[src/rtl/uart_tx_if.sv]
// Connection bundle between the UART register block (master) and the transmit engine (slave).
interface uart_tx_if;
  logic        txd_wr;
  logic [8:0]  txd_reg_txd;
  logic        tc_clr;
  logic [11:0] br_reg_mentissa;
  logic [3:0]  br_reg_fraction;
  logic        cr0_reg_te;
  logic        cr0_reg_wdlen;
  logic        cr0_reg_pce;
  logic        cr0_reg_ps;
  logic [1:0]  cr0_reg_stoplen;
  logic        cr1_reg_dmate;
  logic        uart_tx;
  logic        sr_reg_txe;
  logic        sr_reg_tc;
  logic        tx_busy;
  logic        tx_dma_req;

  modport master (
    output txd_wr, txd_reg_txd, tc_clr, br_reg_mentissa, br_reg_fraction,
           cr0_reg_te, cr0_reg_wdlen, cr0_reg_pce, cr0_reg_ps, cr0_reg_stoplen,
           cr1_reg_dmate,
    input  uart_tx, sr_reg_txe, sr_reg_tc, tx_busy, tx_dma_req
  );

  modport slave (
    input  txd_wr, txd_reg_txd, tc_clr, br_reg_mentissa, br_reg_fraction,
           cr0_reg_te, cr0_reg_wdlen, cr0_reg_pce, cr0_reg_ps, cr0_reg_stoplen,
           cr1_reg_dmate,
    output uart_tx, sr_reg_txe, sr_reg_tc, tx_busy, tx_dma_req
  );
endinterface

[src/rtl/uart_tx_core.sv]
// UART transmit engine: holding + shift register, programmable bit period,
// 8/9 data bits, optional parity and 1/1.5/2 stop bits; all outputs registered.
module uart_tx_core #(
  parameter int unsigned BAUD_MIN = 16
) (
  input  logic     clk,
  input  logic     rst,
  uart_tx_if.slave bus
);

  localparam logic [15:0] BAUD_MIN_P = 16'(BAUD_MIN);

  typedef enum logic [2:0] {
    ST_IDLE   = 3'd0,
    ST_START  = 3'd1,
    ST_DATA   = 3'd2,
    ST_PARITY = 3'd3,
    ST_STOP   = 3'd4
  } state_e;

  function automatic logic parity_fn(input logic [8:0] data, input logic wdlen, input logic ps);
    logic [8:0] m;
    m = wdlen ? data : {1'b0, data[7:0]};
    return (^m) ^ ps;
  endfunction

  function automatic logic [16:0] stop_cycles_fn(input logic [15:0] p, input logic [1:0] stoplen);
    logic [16:0] r;
    case (stoplen)
      2'b10:   r = {p, 1'b0};
      2'b11:   r = {1'b0, p} + {2'b00, p[15:1]};
      default: r = {1'b0, p};
    endcase
    return r;
  endfunction

  state_e      state_q, state_d;
  logic [16:0] cnt_q, cnt_d;
  logic [3:0]  bit_q, bit_d;
  logic [8:0]  hold_q, hold_d;
  logic [8:0]  shift_q, shift_d;
  logic [15:0] p_q, p_d;
  logic        wdlen_q, wdlen_d;
  logic        pce_q, pce_d;
  logic        ps_q, ps_d;
  logic [1:0]  stop_q, stop_d;
  logic        tx_q, tx_d;
  logic        txe_q, txe_d;
  logic        tc_q, tc_d;
  logic        busy_q, busy_d;
  logic        dma_q, dma_d;

  logic [15:0] p_prog_s;
  logic [15:0] p_clamp_s;
  logic [16:0] term_s;
  logic        tick_s;
  logic        last_bit_s;
  logic [3:0]  next_bit_s;
  logic        start_s;
  logic        done_s;

  // Next-state computation for the frame sequencer, buffers and status flags.
  always_comb begin
    state_d  = state_q;
    cnt_d    = cnt_q;
    bit_d    = bit_q;
    hold_d   = hold_q;
    shift_d  = shift_q;
    p_d      = p_q;
    wdlen_d  = wdlen_q;
    pce_d    = pce_q;
    ps_d     = ps_q;
    stop_d   = stop_q;
    tx_d     = tx_q;
    txe_d    = txe_q;
    tc_d     = tc_q;
    start_s  = 1'b0;
    done_s   = 1'b0;

    p_prog_s   = {bus.br_reg_mentissa, bus.br_reg_fraction};
    p_clamp_s  = (p_prog_s < BAUD_MIN_P) ? BAUD_MIN_P : p_prog_s;
    term_s     = (state_q == ST_STOP) ? (stop_cycles_fn(p_q, stop_q) - 17'd1)
                                      : ({1'b0, p_q} - 17'd1);
    tick_s     = (cnt_q == term_s);
    last_bit_s = wdlen_q ? (bit_q == 4'd8) : (bit_q == 4'd7);
    next_bit_s = bit_q + 4'd1;

    case (state_q)
      ST_IDLE: begin
        if (!txe_q && bus.cr0_reg_te) begin
          start_s = 1'b1;
        end else begin
          tx_d = 1'b1;
        end
      end
      ST_START: begin
        if (tick_s) begin
          cnt_d   = 17'd0;
          bit_d   = 4'd0;
          tx_d    = shift_q[0];
          state_d = ST_DATA;
        end else begin
          cnt_d = cnt_q + 17'd1;
        end
      end
      ST_DATA: begin
        if (tick_s) begin
          cnt_d = 17'd0;
          if (!last_bit_s) begin
            bit_d = next_bit_s;
            tx_d  = shift_q[next_bit_s];
          end else if (pce_q) begin
            tx_d    = parity_fn(shift_q, wdlen_q, ps_q);
            state_d = ST_PARITY;
          end else begin
            tx_d    = 1'b1;
            state_d = ST_STOP;
          end
        end else begin
          cnt_d = cnt_q + 17'd1;
        end
      end
      ST_PARITY: begin
        if (tick_s) begin
          cnt_d   = 17'd0;
          tx_d    = 1'b1;
          state_d = ST_STOP;
        end else begin
          cnt_d = cnt_q + 17'd1;
        end
      end
      ST_STOP: begin
        if (!tick_s) begin
          cnt_d = cnt_q + 17'd1;
        end else if (!txe_q && bus.cr0_reg_te) begin
          start_s = 1'b1;
        end else begin
          cnt_d   = 17'd0;
          tx_d    = 1'b1;
          done_s  = 1'b1;
          state_d = ST_IDLE;
        end
      end
      default: begin
        cnt_d   = 17'd0;
        tx_d    = 1'b1;
        state_d = ST_IDLE;
      end
    endcase

    // Frame start snapshots the configuration so mid-frame register writes wait a frame.
    if (start_s) begin
      shift_d = hold_q;
      p_d     = p_clamp_s;
      wdlen_d = bus.cr0_reg_wdlen;
      pce_d   = bus.cr0_reg_pce;
      ps_d    = bus.cr0_reg_ps;
      stop_d  = bus.cr0_reg_stoplen;
      cnt_d   = 17'd0;
      bit_d   = 4'd0;
      tx_d    = 1'b0;
      state_d = ST_START;
    end else begin
      shift_d = shift_q;
    end

    if (bus.txd_wr) begin
      hold_d = bus.txd_reg_txd;
      txe_d  = 1'b0;
    end else if (start_s) begin
      txe_d = 1'b1;
    end else begin
      txe_d = txe_q;
    end

    if (bus.txd_wr) begin
      tc_d = 1'b0;
    end else if (bus.tc_clr) begin
      tc_d = 1'b0;
    end else if (done_s) begin
      tc_d = 1'b1;
    end else begin
      tc_d = tc_q;
    end

    busy_d = (state_d != ST_IDLE);
    dma_d  = bus.cr1_reg_dmate & txe_d;
  end

  // State register for the whole engine, with synchronous reset.
  always_ff @(posedge clk) begin
    if (rst) begin
      state_q <= ST_IDLE;
      cnt_q   <= 17'd0;
      bit_q   <= 4'd0;
      hold_q  <= 9'd0;
      shift_q <= 9'd0;
      p_q     <= BAUD_MIN_P;
      wdlen_q <= 1'b0;
      pce_q   <= 1'b0;
      ps_q    <= 1'b0;
      stop_q  <= 2'b00;
      tx_q    <= 1'b1;
      txe_q   <= 1'b1;
      tc_q    <= 1'b1;
      busy_q  <= 1'b0;
      dma_q   <= 1'b0;
    end else begin
      state_q <= state_d;
      cnt_q   <= cnt_d;
      bit_q   <= bit_d;
      hold_q  <= hold_d;
      shift_q <= shift_d;
      p_q     <= p_d;
      wdlen_q <= wdlen_d;
      pce_q   <= pce_d;
      ps_q    <= ps_d;
      stop_q  <= stop_d;
      tx_q    <= tx_d;
      txe_q   <= txe_d;
      tc_q    <= tc_d;
      busy_q  <= busy_d;
      dma_q   <= dma_d;
    end
  end

  assign bus.uart_tx    = tx_q;
  assign bus.sr_reg_txe = txe_q;
  assign bus.sr_reg_tc  = tc_q;
  assign bus.tx_busy    = busy_q;
  assign bus.tx_dma_req = dma_q;

endmodule
[src/flat_wrapper.sv]
// flat-port wrapper written by rule: the top's interface ports become plain ports
module uart_tx_core_flat 
#(
  parameter int unsigned BAUD_MIN = 16
)
  (clk, rst, bus_txd_wr, bus_txd_reg_txd, bus_tc_clr, bus_br_reg_mentissa, bus_br_reg_fraction, bus_cr0_reg_te, bus_cr0_reg_wdlen, bus_cr0_reg_pce, bus_cr0_reg_ps, bus_cr0_reg_stoplen, bus_cr1_reg_dmate, bus_uart_tx, bus_sr_reg_txe, bus_sr_reg_tc, bus_tx_busy, bus_tx_dma_req);
  uart_tx_if bus_i ();
  input  logic clk;
  input  logic rst;
  input wire logic [$bits(bus_i.txd_wr)-1:0] bus_txd_wr;
  input wire logic [$bits(bus_i.txd_reg_txd)-1:0] bus_txd_reg_txd;
  input wire logic [$bits(bus_i.tc_clr)-1:0] bus_tc_clr;
  input wire logic [$bits(bus_i.br_reg_mentissa)-1:0] bus_br_reg_mentissa;
  input wire logic [$bits(bus_i.br_reg_fraction)-1:0] bus_br_reg_fraction;
  input wire logic [$bits(bus_i.cr0_reg_te)-1:0] bus_cr0_reg_te;
  input wire logic [$bits(bus_i.cr0_reg_wdlen)-1:0] bus_cr0_reg_wdlen;
  input wire logic [$bits(bus_i.cr0_reg_pce)-1:0] bus_cr0_reg_pce;
  input wire logic [$bits(bus_i.cr0_reg_ps)-1:0] bus_cr0_reg_ps;
  input wire logic [$bits(bus_i.cr0_reg_stoplen)-1:0] bus_cr0_reg_stoplen;
  input wire logic [$bits(bus_i.cr1_reg_dmate)-1:0] bus_cr1_reg_dmate;
  output wire logic [$bits(bus_i.uart_tx)-1:0] bus_uart_tx;
  output wire logic [$bits(bus_i.sr_reg_txe)-1:0] bus_sr_reg_txe;
  output wire logic [$bits(bus_i.sr_reg_tc)-1:0] bus_sr_reg_tc;
  output wire logic [$bits(bus_i.tx_busy)-1:0] bus_tx_busy;
  output wire logic [$bits(bus_i.tx_dma_req)-1:0] bus_tx_dma_req;
  assign bus_i.txd_wr = bus_txd_wr;
  assign bus_i.txd_reg_txd = bus_txd_reg_txd;
  assign bus_i.tc_clr = bus_tc_clr;
  assign bus_i.br_reg_mentissa = bus_br_reg_mentissa;
  assign bus_i.br_reg_fraction = bus_br_reg_fraction;
  assign bus_i.cr0_reg_te = bus_cr0_reg_te;
  assign bus_i.cr0_reg_wdlen = bus_cr0_reg_wdlen;
  assign bus_i.cr0_reg_pce = bus_cr0_reg_pce;
  assign bus_i.cr0_reg_ps = bus_cr0_reg_ps;
  assign bus_i.cr0_reg_stoplen = bus_cr0_reg_stoplen;
  assign bus_i.cr1_reg_dmate = bus_cr1_reg_dmate;
  assign bus_uart_tx = bus_i.uart_tx;
  assign bus_sr_reg_txe = bus_i.sr_reg_txe;
  assign bus_sr_reg_tc = bus_i.sr_reg_tc;
  assign bus_tx_busy = bus_i.tx_busy;
  assign bus_tx_dma_req = bus_i.tx_dma_req;
  uart_tx_core #(.BAUD_MIN(BAUD_MIN)) u_core (.clk(clk), .rst(rst), .bus(bus_i));
endmodule
[config.mk]
export PLATFORM = sky130hd
export DESIGN_NAME = uart_tx_core_flat
export DESIGN_NICKNAME = d
export VERILOG_FILES = /design/src/rtl/uart_tx_if.sv /design/src/rtl/uart_tx_core.sv /design/src/flat_wrapper.sv
export SDC_FILE = /design/constraint.sdc
export NUM_CORES = 1
export LEC_CHECK = 0
export ABC_AREA = 1
export CAP_MARGIN = 20
export CORE_MARGIN = 5
export CORE_UTILIZATION = 56
export CTS_BUF_LIST = sky130_fd_sc_hd__clkbuf_8
export CTS_CLUSTER_DIAMETER = 100
export DETAILED_ROUTE_END_ITERATION = 10
export GPL_TIMING_DRIVEN = 0
export PLACE_DENSITY = 0.78
export SETUP_SLACK_MARGIN = 0.5
export SLEW_MARGIN = 25
export SYNTH_ARGS = -nofsm -noshare
export SYNTH_HDL_FRONTEND = slang
export SYNTH_SLANG_ARGS = --single-unit
[constraint.sdc]
create_clock -name clk -period 4.5 [get_ports clk]
set_input_delay 0.45 -clock clk [delete_from_list [all_inputs] [get_ports clk]]
set_output_delay 0.45 -clock clk [all_outputs]
set_load 0.005 [all_outputs]
==> results.md <==
* Status: finished, final reports clean
* Worst-Skew Late Latency at 0.37 ns
* Sink Count at 68
* Arrival time worst endpoint at 4.04 ns
* Synth top area share at 24.2%
* Cell-internal power at 1010 uW
* Vias in the first global route at 5359
* Pwr Total at 1510 uW
* Die ar. at 12200 um2
* # DRC at 0
* Gate Count Post-Synth at 938
* Switching power at 497 uW
* Setup violations, final at 0
* Worst min path class: register to register
* Synth area leader: dfxtp_1
* Via count at 5854
* Crit path largest cell delay at 0.48 ns
* CTS clk-pin slew, worst paths at 0.09 ns
* Crit-path most repeated cell: nand2_1
* Post-synth cell types at 44
* Worst VDD drop at 0.221 mV
* Gr usage total at 25.3%
* Clock power share at 36.4%
* RSZ-0062 raised after global routing: no
* Tcrit/Tclk final at 83.2%
* Vias per inst at 5.15
* Reg area at 1370 um2
* Sum of negative setup slack at 0 ns
* Yosys reg bits at 68
* Top FF cell, synth: dfxtp_1
* Initial Utilization at 57.6%
* Drt first pass iters at 5
* Placement Rows at 36
* Worst path bufs/invs at 3
* GPL Wtd Cong at 0.967
* Finished Layout Cells at 1136
* Register area share after synthesis at 24.2%
* Post-synthesis async set-or-reset flop share at 0%
* Flop pwr share at 42.8%
* IO Pins at 41
* Clock tree buffer depth at 2
* Grt ovf at 0
* Combinational Power Share at 20.8%
* Flop-to-flop setup slack at 0.76 ns
* Worst r2r dst: u_core.p_q[15]
* CTS buffer count at 9
* Hold Crit Start: u_core.hold_q[1]
* Critical path fanouts, max at 10
* Crit path capture: u_core.p_q[15]
* Die Height at 110 um
* Worst slack, placed at 0.500 ns
* R2R cell count at 26
* Antenna viol nets, final at 0
* Synth Warn # at 0
* CP startpoint kind: register
* EDFF count, synth at 0
* Drt total wl at 14500 um
* Final core utilization at 67.0%
* Synthesized area per cell at 6.01 um2
* Synth top area cells: dfxtp_1 (24%), nand2_1 (23%), nand3_1 (9.1%)
* WL per Instance at 12.8 um
* Core area at 9770 um2
* WP data required at 4.80 ns
* Power Density at 231 nW/um2
* Final Worst Setup Slack at 0.755 ns
* Clock skew at 0.0125 ns
* Initial antenna violation count at 0
* Pleak at 0.00317 uW
* Crit path kind: register to register
* Antenna Diode Count at 0
* Max_slew headroom at 65.9%
* Root Driver: clkbuf_8
* Crit path time final at 3.74 ns
* Die W at 110 um
* Layout area overhead at 16.3%
* Stages on the worst setup path at 26
* Start point of the critical path: u_core.p_q[1]
* Layout cells sized above 1 at 12.7%
* CTS tree: yes
* Delay-heaviest family, CP: simple AND/OR/NAND/NOR gates
* Commonest cells after routing, fill and taps aside: nand2_1 (348), inv_1 (104), nand3_1 (102)
* Max Cap Viol at 0
* DR iter-0 viols at 390
* Syn Nets at 994
* Commonest non-fill, non-tap cell in the layout: nand2_1
* Slowest cell on crit path: fa_1
* CTS Hold Bufs at 0
* Actual slew at the worst max-slew pin at 0.510 ns
* H-tree Lvls at 3
* Max Transition Viols Final at 0
* Cell Area, Synth at 5630 um2
* # nets final at 1054
* First-pass GRT wire length at 24200 um
* Port Buf Inserts at 40
* Switch share at 32.9%
* Fillers at 957
* Multi-input gate area at 3730 um2
* Largest net degree at the start of global routing at 15
* Hpwl dp at 11500 um
* Placed cell count at 1111
* RR Startpoint: u_core.p_q[1]
* Worst setup EP type: register
* Final Hold Vio Count at 0
* Fmax at 0.267 GHz
==> synthesized netlist by cell type (4+ instances only) <==
library cell  instances
nor2_1               69
xnor2_1               8
nand3_1             103
nand3_2               4
dfxtp_1              68
nand4_1              17
nor2_4                8
nor4_1                4
nor3_1                5
clkbuf_1              5
inv_2                13
buf_6                 8
buf_2                 6
nand2_2               9
nand3b_1              7
a21oi_2              20
nor2_2                8
o21ai_1              15
inv_1               105
nand2_1             351
o21ai_0              20
ha_1                 19
xor2_1                8
a21oi_1              30
==> worst min-delay path, cell delays in order (launching register included) <==
cell	delay, ns
dfxtp_1	0.31
inv_1	0.06
a21oi_1	0.05
==> area by class of cell <==
cell class | count | area share [%]
Buffer | 21 | 2.41
Clock buffer | 9 | 1.89
Clock inverter | 7 | 1.28
Inverter | 120 | 6.90
Multi-Input combinational cell | 729 | 56.9
Sequential cell | 68 | 20.9
Tap cell | 133 | 2.54
Timing Repair Buffer | 49 | 7.14
==> worst min-delay path by stage <==
stage | to | slack [ns] | cells past startpoint
after floorplan | u_core.shift_q[8] | 0.41 | 2
after global placement | u_core.shift_q[8] | 0.43 | 2
after detailed placement | u_core.shift_q[8] | 0.44 | 2
after CTS | u_core.hold_q[1] | 0.46 | 2
after global routing | u_core.shift_q[3] | 0.48 | 2
final | u_core.hold_q[1] | 0.46 | 2
==> logic make-up after synthesis <==
| group | after synthesis | share of synthesized area, % |
|---|---|---|
| and+or+nand+nor | 595 | 47.2 |
| buffers and inverters | 141 | 10.7 |
| AOI/OAI and AO/OA | 98 | 10.8 |
| DFF | 68 | 24.2 |
| adders and majority gates | 20 | 4.57 |
| xor gates and xnor gates | 16 | 2.49 |
==> state kept, by name (all words and copies together), names as in the netlist, 2 cells and up <==
signal / cells
u_core.bit_q: 4
u_core.cnt_q: 17
u_core.hold_q: 9
u_core.p_q: 16
u_core.shift_q: 9
u_core.state_q: 3
u_core.stop_q: 2
==> through the flow <==
step,instance area (um2),hold slack [ns]
after floorplan,5630,0.414
after global placement,6200,0.428
after detailed placement,6200,0.440
after CTS,6420,0.459
after global routing,6550,0.478
final,6550,0.457
==> what timing repair did <==
| action | 4_1_cts | 5_1_grt |
|---|---|---|
| setup endpoints to repair | 5 | 58 |
| resized for setup | 1 | 21 |
| gates cloned | 0 | 0 |
| buffers inserted | 1 | 8 |
| pin swaps | 1 | 7 |
==> power groups by stage <==
stage	clock, uW	combinational [uW]	sequential (uW)
floorplan	0	214	653
global placement	0	298	661
detailed placement	0	302	661
CTS	567	305	647
global route	589	355	650
finish	550	315	647
==> routing by layer <==
layer | global-route usage [%] | vias to the layer above | wire, um
li1 | - | 3120 | -
met1 | 30.7 | 2581 | 6530
met2 | 45.2 | 129 | 7060
met3 | 4.37 | 24 | 603
met4 | 8.44 | 0 | 327
met5 | 0 | - | 0
No activity file was read; power rests on OpenSTA's default activity.
